==> config.mk <==
export PLATFORM = sky130hd
export DESIGN_NAME = param_mux_rr
export DESIGN_NICKNAME = d
export VERILOG_FILES = /design/src/rtl/param_mux_rr.sv
export SDC_FILE = /design/constraint.sdc
export NUM_CORES = 1
export LEC_CHECK = 0
export CAP_MARGIN = 20
export CORE_ASPECT_RATIO = 1.75
export CORE_MARGIN = 1.5
export CORE_UTILIZATION = 36
export DETAILED_ROUTE_END_ITERATION = 8
export GPL_TIMING_DRIVEN = 0
export PLACE_DENSITY_LB_ADDON = 0.1
export SLEW_MARGIN = 20
export SYNTH_ARGS = -nofsm -noshare
export SYNTH_HDL_FRONTEND = slang
export SYNTH_SLANG_ARGS = --single-unit
==> constraint.sdc <==
create_clock -name clk -period 3.3 [get_ports clk]
set_clock_uncertainty 0.15 [all_clocks]
set_input_delay 0.495 -clock clk [delete_from_list [all_inputs] [get_ports clk]]
set_output_delay 0.495 -clock clk [all_outputs]
set_load 0.02 [all_outputs]
==> src/rtl/param_mux_rr.sv <==
// param_mux_rr: registered N-channel, W-bit multiplexer with valid/ready
// handshakes on every input channel and on the output.
//
// Selection modes:
//   mode=0  fixed: channel 'sel' is granted when it is valid (and in range).
//   mode=1  round-robin: first valid channel scanning from rr_ptr upwards,
//           wrapping at N_CH; rr_ptr moves past each channel it grants.
//
// Ports:
//   clk        rising-edge clock
//   rst_n      synchronous active-low reset
//   en         enable; 0 blocks new accepts (a pending word still drains)
//   mode       0 = fixed select, 1 = round-robin
//   sel        channel index used in fixed mode
//   in_valid   per-channel valid
//   in_data    packed data; channel k at [k*DATA_W +: DATA_W]
//   in_ready   per-channel ready (combinational, at most one bit set)
//   out_valid  output register holds a word
//   out_data   registered selected word
//   out_ch     channel index of out_data
//   out_ready  downstream accepts the word
//   out_parity XOR-reduction of the loaded word (only with
//              PARAM_MUX_RR_PARITY_EN defined)
//
// Handshake: a word moves across an interface on a rising clk edge where
// both valid and ready are 1. valid never waits for ready; in_ready
// depends on out_valid only through load_ok = !out_valid | out_ready, so
// a drain and a reload can happen on the same edge (1 word/cycle).

module param_mux_rr #(
    parameter int  N_CH   = 4,
    parameter int  DATA_W = 8,
    localparam int SEL_W  = $clog2(N_CH)
) (
    input  logic                   clk,
    input  logic                   rst_n,
    input  logic                   en,
    input  logic                   mode,
    input  logic [SEL_W-1:0]       sel,
    input  logic [N_CH-1:0]        in_valid,
    input  logic [N_CH*DATA_W-1:0] in_data,
    output logic [N_CH-1:0]        in_ready,
    output logic                   out_valid,
    output logic [DATA_W-1:0]      out_data,
    output logic [SEL_W-1:0]       out_ch,
`ifdef PARAM_MUX_RR_PARITY_EN
    output logic                   out_parity,
`endif
    input  logic                   out_ready
);

    logic [SEL_W-1:0]  rr_ptr;
    logic [SEL_W-1:0]  grant;
    logic              grant_valid;
    logic [DATA_W-1:0] grant_data;
    logic              load_ok;
    logic              accept;

    // Round-robin scan split in two passes: the first valid channel at or
    // above rr_ptr wins; if there is none, every valid channel is below
    // rr_ptr and the lowest-numbered one is next in wrap-around order.
    logic             hi_found;
    logic [SEL_W-1:0] hi_idx;
    logic             lo_found;
    logic [SEL_W-1:0] lo_idx;

    always_comb begin
        hi_found = 1'b0;
        hi_idx   = '0;
        lo_found = 1'b0;
        lo_idx   = '0;
        for (int k = 0; k < N_CH; k++) begin
            if (!hi_found && in_valid[k] && (SEL_W'(k) >= rr_ptr)) begin
                hi_found = 1'b1;
                hi_idx   = SEL_W'(k);
            end
            if (!lo_found && in_valid[k]) begin
                lo_found = 1'b1;
                lo_idx   = SEL_W'(k);
            end
        end
    end

    always_comb begin
        grant_valid = 1'b0;
        grant       = '0;
        if (mode) begin
            grant_valid = lo_found;
            grant       = hi_found ? hi_idx : lo_idx;
        end else begin
            // Loop compare keeps sel values >= N_CH from ever granting.
            for (int k = 0; k < N_CH; k++) begin
                if ((sel == SEL_W'(k)) && in_valid[k]) begin
                    grant_valid = 1'b1;
                    grant       = SEL_W'(k);
                end
            end
        end
    end

    always_comb begin
        grant_data = '0;
        for (int k = 0; k < N_CH; k++) begin
            if (grant == SEL_W'(k)) begin
                grant_data = in_data[k*DATA_W +: DATA_W];
            end
        end
    end

    assign load_ok = !out_valid || out_ready;
    // rst_n in the product forces in_ready low throughout reset.
    assign accept  = rst_n && en && load_ok && grant_valid;

    always_comb begin
        in_ready = '0;
        for (int k = 0; k < N_CH; k++) begin
            in_ready[k] = accept && (grant == SEL_W'(k));
        end
    end

    always_ff @(posedge clk) begin
        if (!rst_n) begin
            out_valid <= 1'b0;
            out_data  <= '0;
            out_ch    <= '0;
            rr_ptr    <= '0;
        end else if (accept) begin
            out_valid <= 1'b1;
            out_data  <= grant_data;
            out_ch    <= grant;
            if (mode) begin
                rr_ptr <= (int'(grant) == N_CH - 1) ? '0 : grant + SEL_W'(1);
            end
        end else if (out_valid && out_ready) begin
            // Drain only: data and channel hold their last values.
            out_valid <= 1'b0;
        end
    end

`ifdef PARAM_MUX_RR_PARITY_EN
    always_ff @(posedge clk) begin
        if (!rst_n) begin
            out_parity <= 1'b0;
        end else if (accept) begin
            out_parity <= ^grant_data;
        end
    end
`endif

endmodule

== After elaboration in Yosys (flattened, before gate mapping) ==
Cells that the tools add are included.
Word-level totals
  flip-flop bits (word level): 13
  bits of input ports: 43
  output and inout port bits: 15
  word-level logic and storage cells: 81
Cells by class
  $add $sub $neg: 1
  $lt $le $gt $ge: 4
  equal/unequal tests: 7
  mux-type cells: 31
  reductions and logical operators: 34
Operators with widths (count)
  8-bit 2-to-1 mux: 4
  1-bit logical AND: 22
  1-bit 2-to-1 mux: 18
  2-bit 2-to-1 mux: 9
  2-bit equality test, second input constant: 4
  1-bit zero test: 7
  2-bit by 1-bit equality test with 1-bit output, second input constant: 3
  1-bit by 2-bit greater-or-equal comparator with 1-bit output, first input constant: 2
  2-bit greater-or-equal comparator, first input constant: 2
  2-bit zero test: 2
  2-bit by 1-bit adder with 2-bit output, second input constant: 1
  2-bit AND reduction: 1
  2-bit nonzero test: 1
  1-bit logical OR: 1

== Longest topological paths before layout ==
Gate-level depths: netlist of run 1.
  word-level depth: 22
  depth in mapped cells: 11
  mapped depth without buffers: 11

== Worst setup path after synthesis of run 1 ==
Ideal clock, no wire load.
  path type: input port to output port
  start point: in in_valid[0]
  end point: out in_ready[3]
  arrival time: 2177 ps
  data required time: 2655 ps
  setup slack: 478 ps
  stages on the path: 9
  path buffers: 2
  cells stage by stage: nor2b_1 > nor4b_1 > a41oi_1 > o32a_1 > inv_1 > ha_1 > clkbuf_1 > clkbuf_1 > and2_1
On the way
  cells in the longest elaborated chain, start to end: 18
  elaborated cells on any way between the ends: 41
  classes of those cells: eq/ne: 1; mux: 21; reduce/logical: 19
RTL lines
  start, declared: RTL line 40  | input logic [N_CH-1:0] in_valid,
  1-bit logical AND: RTL line 73  | if (!hi_found && in_valid[k] && (SEL_W'(k) >= rr_ptr)) begin
  1-bit 2-to-1 mux: RTL line 73
  1-bit zero test: RTL line 73
  1-bit logical AND (2 in a row): RTL line 73
  1-bit 2-to-1 mux: RTL line 73
  1-bit zero test: RTL line 73
  1-bit logical AND (2 in a row): RTL line 73
  1-bit 2-to-1 mux: RTL line 73
  1-bit zero test: RTL line 73
  1-bit logical AND (2 in a row): RTL line 73
  2-bit 2-to-1 mux or 1-bit 2-to-1 mux (tied branches): RTL line 73
  2-bit 2-to-1 mux *: RTL line 89  | grant = hi_found ? hi_idx : lo_idx;
  2-bit 2-to-1 mux *: RTL line 87  | if (mode) begin
  net grant[0]: RTL line 53  | logic [SEL_W-1:0] grant;
  2-bit equality test *: RTL line 117  | in_ready[k] = accept && (grant == SEL_W'(k));
  1-bit logical AND *: RTL line 117
  end, declared: RTL line 42  | output logic [N_CH-1:0] in_ready,
The timed path passes the listed nets; every way through them passes the cells marked *.

== Worst setup path in the final report of run 1 ==
  start point: in in_valid[0]
  end point: out in_ready[1]
On the way
  cells in the longest elaborated chain, start to end: 18
  elaborated cells on any way between the ends: 41
  classes of those cells: eq/ne: 1; mux: 21; reduce/logical: 19
RTL lines (RTL line)
  1-bit logical AND: 73
  1-bit 2-to-1 mux: 73
  1-bit zero test: 73
  1-bit logical AND (2 in a row): 73
  1-bit 2-to-1 mux: 73
  1-bit zero test: 73
  1-bit logical AND (2 in a row): 73
  1-bit 2-to-1 mux: 73
  1-bit zero test: 73
  1-bit logical AND (2 in a row): 73
  2-bit 2-to-1 mux or 1-bit 2-to-1 mux (tied branches): 73
  2-bit 2-to-1 mux *: 89
  2-bit 2-to-1 mux *: 87
  net grant[0]: 53
  2-bit by 1-bit equality test with 1-bit output *: 117
  1-bit logical AND *: 117
Marks and branches as above.

==> results of run 1 <==
-- layout by cell type, fill, tap and decap left out, types with 2 or more instances in the layout --
master           count
a221oi_1             7
nor2_1               2
nand3b_1             2
ha_1                 2
o21ai_1              6
mux2i_1              4
clkbuf_8             3
inv_1                3
buf_4                6
nand2_1              2
nand2b_1             4
clkdlybuf4s50_1     48
and2_1               4
a21oi_1             20
clkbuf_4             2
dfxtp_1             13
o21ai_0              5
dlygate4sd2_1        6
nor2b_1             12
clkdlybuf4s15_2      2
nor3_1               7
-- worst max-delay path by stage --
stage,from,endpoint,slack (ns)
2_1_floorplan,in_valid[0],in_ready[3],0.48
3_3_place_gp,in_valid[0],in_ready[3],-0.83
3_5_place_dp,in_valid[0],in_ready[3],-0.87
4_1_cts,in_valid[0],in_ready[3],0.02
5_1_grt,in_valid[0],in_ready[1],0.04
6_report,in_valid[0],in_ready[1],0.14
-- flip-flops by register name, indices dropped and copies added (netlist names) --
| name | count |
|---|---|
| rr_ptr | 2 |
| out_ch | 2 |
| out_valid | 1 |
| out_data | 8 |
-- per-stage QoR --
| stage | instances | power [W] | utilization |
|---|---|---|---|
| after global routing | 205 | 0.0005569 | 0.6616 |
| after detailed placement | 198 | 0.0003784 | 0.6220 |
| final | 205 | 0.0005256 | 0.6616 |
| after floorplan | 115 | 0.0002770 | - |
| after global placement | 198 | 0.0003743 | 0.6220 |
| after CTS | 203 | 0.0005249 | 0.6545 |
-- synthesized netlist by cell type (2+ instances only) --
master,count
a21oi_1,20
a221oi_1,7
and2_1,4
clkbuf_1,4
dfxtp_1,13
ha_1,4
inv_1,4
mux2i_1,4
nand2_1,2
nand2b_1,4
nand3b_1,2
nor2_1,2
nor2b_1,12
nor3_1,7
o21ai_0,6
o21ai_1,6
-- what timing repair did --
item	4_1_cts	5_1_grt
pin swaps	1	1
endpoints found under the hold margin	0	0
setup endpoints to repair	4	3
buffers inserted	2	3
gates resized for setup	24	4
-- power by group through the flow --
| stage | sequential (W) | combinational, W | clock [W] |
|---|---|---|---|
| after floorplan | 0.000187 | 0.0000899 | 0 |
| after global routing | 0.000175 | 0.000229 | 0.000153 |
| after detailed placement | 0.000177 | 0.000201 | 0 |
| after CTS | 0.000174 | 0.000209 | 0.000142 |
| final | 0.000174 | 0.000212 | 0.000140 |
| after global placement | 0.000177 | 0.000198 | 0 |
-- logic make-up (layout without fill, tap and decap cells) --
| kind of cell | after synthesis | after routing | share of synthesized area |
|---|---|---|---|
| AOI/OAI and AO/OA | 47 | 47 | 0.3316 |
| and+or+nand+nor | 35 | 35 | 0.2210 |
| DFF | 13 | 13 | 0.2803 |
| buffers and inverters | 11 | 75 | 0.05794 |
| muxes | 5 | 5 | 0.05526 |
| adders and majority gates | 4 | 4 | 0.05391 |
-- critical path, cell delays in order --
cell	delay (ns)
dlygate4sd2_1	0.28
nor2b_1	0.16
nor4b_2	0.24
a41oi_1	0.08
o32a_1	0.24
buf_4	0.16
inv_2	0.08
ha_1	0.17
clkbuf_4	0.19
and2_1	0.14
clkdlybuf4s15_2	0.26
-- layout make-up --
class                   count  area [µm²]
plain buffers               5       38.79
inverters                   4       15.01
repair buffers             62       598.1
multi-input cells          91       639.4
clock buffers               4       45.04
flip-flops and latches     13       260.3
well taps                  26       32.53
fillers                   228       833.3
-- layer usage --
metal / vias to the layer above / GRT usage / wire, µm
met1: 502 / 0.2204 / 1031
met5: - / 0 / 0
met4: 0 / 0.1004 / 89
li1: 553 / - / -
met3: 9 / 0.02857 / 161
met2: 42 / 0.4149 / 1726
==> out/results.ini, run 1 <==
[placed_design]
dpl_cell_area_mm2 = 0.001531
pre_cts_slack_ns = -0.8719
io_buffer_count = 57
hpwl_um = 2415
routabilityCongestion = 0.7458

[floorplanning]
core_mm2 = 0.002462
row_count = 24
die_w_um = 41.39
die_y_um = 70.18
die-area_mm2 = 0.002904
pin_count = 58
initial_core_util = 0.3770

[routing]
drt_iter0_drc = 19
drc = 0
wl_per_cell_um = 14.67
vias = 1106
antenna_left = 0
dr.pass1.iters = 4
wl_um = 3007
vias_per_cell = 5.395

[global_routing]
gr-total-overflow = 0
grt_max_degree = 11
grt_pass1_wl_um = 4567
grt_pass1_vias = 1083
antenna_found_initial = 0
grt.total_usage = 0.2259

[timing]
setup_viol = 0
rsz0062_at_grt = no
fin_ws_ns = 0.1440
hold_slack_ns = 0.3711
tightestPinTransition_ns = 0.4733
slew_violations = 0
hold_viol_final = 0
tns_ns = 0
max_slew_margin = 0.6839
finalCritPeriodShare = 0.9564
max_freq_mhz = 316.9
fin_crit_ns = 3.156

[hold_path]
hold_depth = 2
hold_path_class = reg -> reg
min_from = out_data[7]
holdPathEnd = out_data[7]

[critical_path]
worstPathMaxFanout = 10
arrival_ns = 2.51
worstPathRequired_ns = 2.65
crit_type = in -> out
rr_startpoint = rr_ptr[0]
r2r_slack_ns = 0.66
timing.rr.end = out_data[7]
start_kind = primary input
ff2ff_path_depth = 12
cp-end-kind = output port

[yosys]
async_reset_ff_frac = 0
synthTopCellsByArea = dfxtp_1 28%, a21oi_1 11%, nor2b_1 8.1%
avgSynthCellArea_um2 = 8.073
syn_area_um2 = 928.4
yosysSeqAreaShare = 0.2803
synth-edff-count = 0
ys_warn_count = 0
syn_nets = 162
syn_inst = 115
synth_top_area_share = 0.2803
synth_cell_types = 30
yosys.area.top_type = dfxtp_1
ys_ff_latch = 13
synth_flop_cell = dfxtp_1

[clocking]
cts_made_buffers = 3
clockBufferDepth = 2
ctsHoldBuffers = 0
cts_tree = done
ctsHtreeMaxLevel = 1
root_buffer = clkbuf_8
clkLatencyLatePin_ns = 0.24
clk_pin_slew_ns = 0.05
cts_sinks = 13

[final_layout]
drive_gt1_frac = 0.1397
n_antenna_cell = 0
fin_area_mm2 = 0.001629
area_growth_pct = 75.47
final_nets = 227

[power_and_ir_drop]
clock_power_share = 0.266
p_int_w = 0.0003683
pwr-share-seq = 0.331
p_switching_w = 0.0001573
switching_share = 0.2992
peakVddDrop_v = 0.0003065
p_leak_nw = 0.6229
powerDensity_mw_per_mm2 = 322.6
combPwrFrac = 0.403

[flow_run]
drv_cap = 0

[outcome]
status = finished, final reports clean

No activity file was read; power rests on OpenSTA's default activity.
==> run 2, diff against run 1 <==
Settings changed: RECOVER_POWER set to 50.
==> out/results.ini, run 2 (synthesized netlist as in run 1, its figures left out) <==
[outcome]
status = finished, final reports clean

[timing]
tns_ns = 0
fin_ws_ns = 0.1440
rsz0062_at_grt = no
hold_viol_final = 0
slew_violations = 0
max_slew_margin = 0.6839
setup_viol = 0
finalCritPeriodShare = 0.9564
fin_crit_ns = 3.156
max_freq_mhz = 316.9
tightestPinTransition_ns = 0.4733

[final_layout]
layout_commonest_cell = clkdlybuf4s50_1
final_nets = 227
fin_area_mm2 = 0.001625
drive_gt1_frac = 0.1341
area_growth_pct = 75.07
layoutNonFillerInstCount = 205
top_regs = out_data (8), out_ch (2), rr_ptr (2)
final_cell_mix = 37 x clkdlybuf4s50_1, 20 x a21oi_1, 13 x dfxtp_1, 12 x nor2b_1, 11 x dlygate4sd3_1
n_antenna_cell = 0
largest_reg_flops = 8
regMostFlops = out_data

[placed_design]
dpl_cell_area_mm2 = 0.001531
pre_cts_slack_ns = -0.8719
dp_cells = 198
io_buffer_count = 57
hpwl_um = 2415
routabilityCongestion = 0.7458

[routing]
drc = 0
vias = 1109
wl_per_cell_um = 14.66
drt_iter0_drc = 19
dr.pass1.iters = 4
wl_um = 3006
vias_per_cell = 5.410
antenna_left = 0

[power_and_ir_drop]
powerDensity_mw_per_mm2 = 320.7
p_leak_nw = 0.6507
peakVddDrop_v = 0.0003055

[global_routing]
grt_max_degree = 11
gr-total-overflow = 0
antenna_found_initial = 0
grt_pass1_wl_um = 4567
grt.total_usage = 0.2259
grt_pass1_vias = 1083

[hold_path]
hold_path_class = reg -> reg

[clocking]
ctsHoldBuffers = 0
clk_pin_slew_ns = 0.05
cts_made_buffers = 3
cts_sinks = 13
clockBufferDepth = 2
ctsHtreeMaxLevel = 1
cts_tree = done
root_buffer = clkbuf_8
clkLatencyLatePin_ns = 0.24

[floorplanning]
initial_core_util = 0.3770
row_count = 24
die-area_mm2 = 0.002904
core_mm2 = 0.002462
die_y_um = 70.18
pin_count = 58
die_w_um = 41.39

[critical_path]
start_kind = primary input
worstPathRequired_ns = 2.65
worstPathMaxFanout = 10
crit_type = in -> out
arrival_ns = 2.51
cp-end-kind = output port

[flow_run]
drv_cap = 0

-- run 2: path summary, 6_finish.rpt --
| kind | from | to | slack [ns] | cells after the start |
|---|---|---|---|---|
| setup / recovery | in_valid[0] | in_ready[1] | 0.14 | 11 |
| hold / removal | out_data[3] | out_data[3] | 0.37 | 2 |
| setup reg to reg | rr_ptr[0] | out_data[7] | 0.67 | 12 |
| hold reg to reg | out_data[3] | out_data[3] | 0.37 | 2 |
-- run 2: what timing repair did --
| item | in CTS | in global routing |
|---|---|---|
| cloned | 0 | 0 |
| hold endpoints to repair | 0 | 0 |
| setup buffers | 2 | 3 |
| resized for setup | 24 | 4 |
| endpoints found under the setup margin | 4 | 3 |
| pin swaps | 1 | 1 |
-- run 2: where the power goes --
part	switching, W	internal (W)
clock	0.0000549	0.0000852
sequential	0.00000596	0.000168
combinational	0.0000957	0.000112
total	0.000157	0.000365
-- run 2: metrics by stage --
step | hold slack [ns] | power (W) | util
after floorplan | 0.3193 | 0.0002770 | -
after global placement | 0.3382 | 0.0003743 | 0.6220
after detailed placement | 0.3561 | 0.0003784 | 0.6220
after CTS | 0.3718 | 0.0005249 | 0.6545
after global routing | 0.3886 | 0.0005528 | 0.6601
final | 0.3680 | 0.0005213 | 0.6601
-- run 2: per-layer routing --
| metal | track usage | vias up | share of wire |
|---|---|---|---|
| li1 | - | 555 | - |
| met1 | 0.2204 | 505 | 0.34 |
| met2 | 0.4149 | 40 | 0.57 |
| met3 | 0.02857 | 9 | 0.053 |
| met4 | 0.1004 | 0 | 0.031 |
| met5 | 0 | - | 0 |
-- run 2: worst max-delay path, cell delays in order --
cell and delay [ns]:
dlygate4sd2_1 0.28, nor2b_1 0.16, nor4b_2 0.24, a41oi_1 0.08
o32a_1 0.24, buf_4 0.16, inv_2 0.08, ha_1 0.17
clkbuf_4 0.19, and2_1 0.14, clkdlybuf4s15_2 0.26
-- run 2: layout make-up --
type                    instances  area, µm²
clock buffers                   4      45.04
fillers                       230      837.1
well taps                      26      32.53
inverters                       4      15.01
repair buffers                 62      598.1
multi-input cells              91      639.4
flip-flops and latches         13      260.3
plain buffers                   5      35.03
==> run 3, diff against run 2 <==
--- a/constraint.sdc
+++ b/constraint.sdc
@@ -3,3 +3,3 @@
 set_input_delay 0.495 -clock clk [delete_from_list [all_inputs] [get_ports clk]]
 set_output_delay 0.495 -clock clk [all_outputs]
-set_load 0.02 [all_outputs]
+set_load 0.005 [all_outputs]
==> out/results.ini, run 3 (synthesized netlist as in run 1, its figures left out) <==
[routing]
drc = 0
drt_iter0_drc = 14
wl_per_cell_um = 15.20
vias = 1122
vias_per_cell = 5.420
antenna_left = 0
dr.pass1.iters = 4
wl_um = 3147

[floorplanning]
core_mm2 = 0.002462
pin_count = 58
die_y_um = 70.18
die_w_um = 41.39
row_count = 24
initial_core_util = 0.3770
die-area_mm2 = 0.002904

[power_and_ir_drop]
p_leak_nw = 0.6739
peakVddDrop_v = 0.0003033
power.total_w = 0.0005174
powerDensity_mw_per_mm2 = 310.9

[final_layout]
regMostFlops = out_data
area_growth_pct = 79.25
n_antenna_cell = 0
final_cell_mix = 38 x clkdlybuf4s50_1, 21 x a21oi_1, 13 x dfxtp_1, 12 x dlygate4sd3_1, 10 x nor2b_1
drive_gt1_frac = 0.1713
final_nets = 229
top_regs = out_data (8), out_ch (2), rr_ptr (2)
largest_reg_flops = 8
layoutNonFillerInstCount = 207
layout_commonest_cell = clkdlybuf4s50_1

[critical_path]
crit_cells = 10
start_kind = primary input
critical-path-top-delay-family = buffers and inverters
rr_startpoint = rr_ptr[0]
worstPathMaxFanout = 10
crit_chain = clkbuf_2 > nor2b_2 > nor4b_2 > a41oi_2 > o32a_1 > inv_2 > ha_2 > clkbuf_8 > and2_1 > clkdlybuf4s50_1
crit_type = in -> out
cpPeakStageDelay_ns = 0.50
worstPathRequired_ns = 2.65
ff2ff_path_depth = 12
cpMaxStageDelayCell = clkdlybuf4s50_1
startpoint = in_valid[0]
crit_buf_inv = 4
arrival_ns = 2.55
cp-end-kind = output port

[global_routing]
grt_pass1_wl_um = 4712
grt_max_degree = 11
antenna_found_initial = 0
gr-total-overflow = 0
grt_pass1_vias = 1115
grt.total_usage = 0.2323

[clocking]
cts_tree = done
clk_pin_slew_ns = 0.05
root_buffer = clkbuf_8
ctsHtreeMaxLevel = 1
cts_made_buffers = 3
clockBufferDepth = 2
cts_sinks = 13
clkLatencyLatePin_ns = 0.24

[timing]
finalCritPeriodShare = 0.9681
hold_slack_ns = 0.3684
setup_viol = 0
fin_crit_ns = 3.195
max_freq_mhz = 313.0
max_slew_margin = 0.6754
fin_ws_ns = 0.1053
tightestPinTransition_ns = 0.4859
hold_viol_final = 0
slew_violations = 0

[hold_path]
min_from = out_data[3]
hold_path_class = reg -> reg
hold_depth = 2

[flow_run]
drv_cap = 0

[outcome]
status = finished, final reports clean

[placed_design]
dp_cells = 198
io_buffer_count = 57
routabilityCongestion = 0.7458
hpwl_um = 2415
pre_cts_slack_ns = -0.7687

==> run 3: cell types whose count changed in the layout (fill, tap and decap cells not counted), sizes merged <==
cell / change
dlygate4sd3: +1
clkdlybuf4s15: -2
dlygate4sd2: -4
buf: +1
clkdlybuf4s50: +1
clkbuf: +4
dlymetal6s2s: +1
==> run 3: through the flow <==
step,area [µm²],utilization,TNS (ns)
after floorplan,928.4,-,0
after global placement,1531,0.6220,-1.670
after detailed placement,1531,0.6220,-2.442
after CTS,1638,0.6651,-0.007682
after global routing,1664,0.6758,-0.001827
final,1664,0.6758,0
==> run 3: area by class of cell <==
class                      count  area, µm²
inverter                       4      15.01
clock buffer                   4      45.04
sequential                    13      260.3
fill                         224      798.3
timing repair buffer          63      595.6
tap                           26      32.53
buffer                         6      55.05
multi-input combinational     91      660.6
==> run 3: power by group <==
group          total (W)  leakage, nW  internal (W)  switching, W
sequential      0.000174        0.106      0.000168    0.00000624
combinational   0.000203        0.545      0.000115     0.0000882
clock           0.000141       0.0228     0.0000852     0.0000553
total           0.000517        0.674      0.000368      0.000150
==> run 3: per-layer routing <==
metal,GRT usage,part of all wire,vias up
li1,-,-,559
met1,0.2244,0.34,512
met2,0.4306,0.58,42
met3,0.02857,0.044,9
met4,0.1004,0.030,0
met5,0,0,-
==> run 3: tightest hold or removal path, cell delays in order, from the launching register on <==
cell and delay [ns]:
dfxtp_1 0.30, o21ai_1 0.12, a21oi_1 0.04
==> run 3: what timing repair did <==
item	CTS	global route
setup endpoints to repair	4	4
gates resized for setup	20	16
hold buffers	0	0
setup buffers	4	2
pin swaps	1	1
==> run 3: final timing paths <==
| check | end | slack, ns |
|---|---|---|
| min | out_data[3] | 0.37 |
| max | in_ready[1] | 0.11 |
| min reg2reg | out_data[3] | 0.37 |
| max reg2reg | out_data[3] | 0.50 |
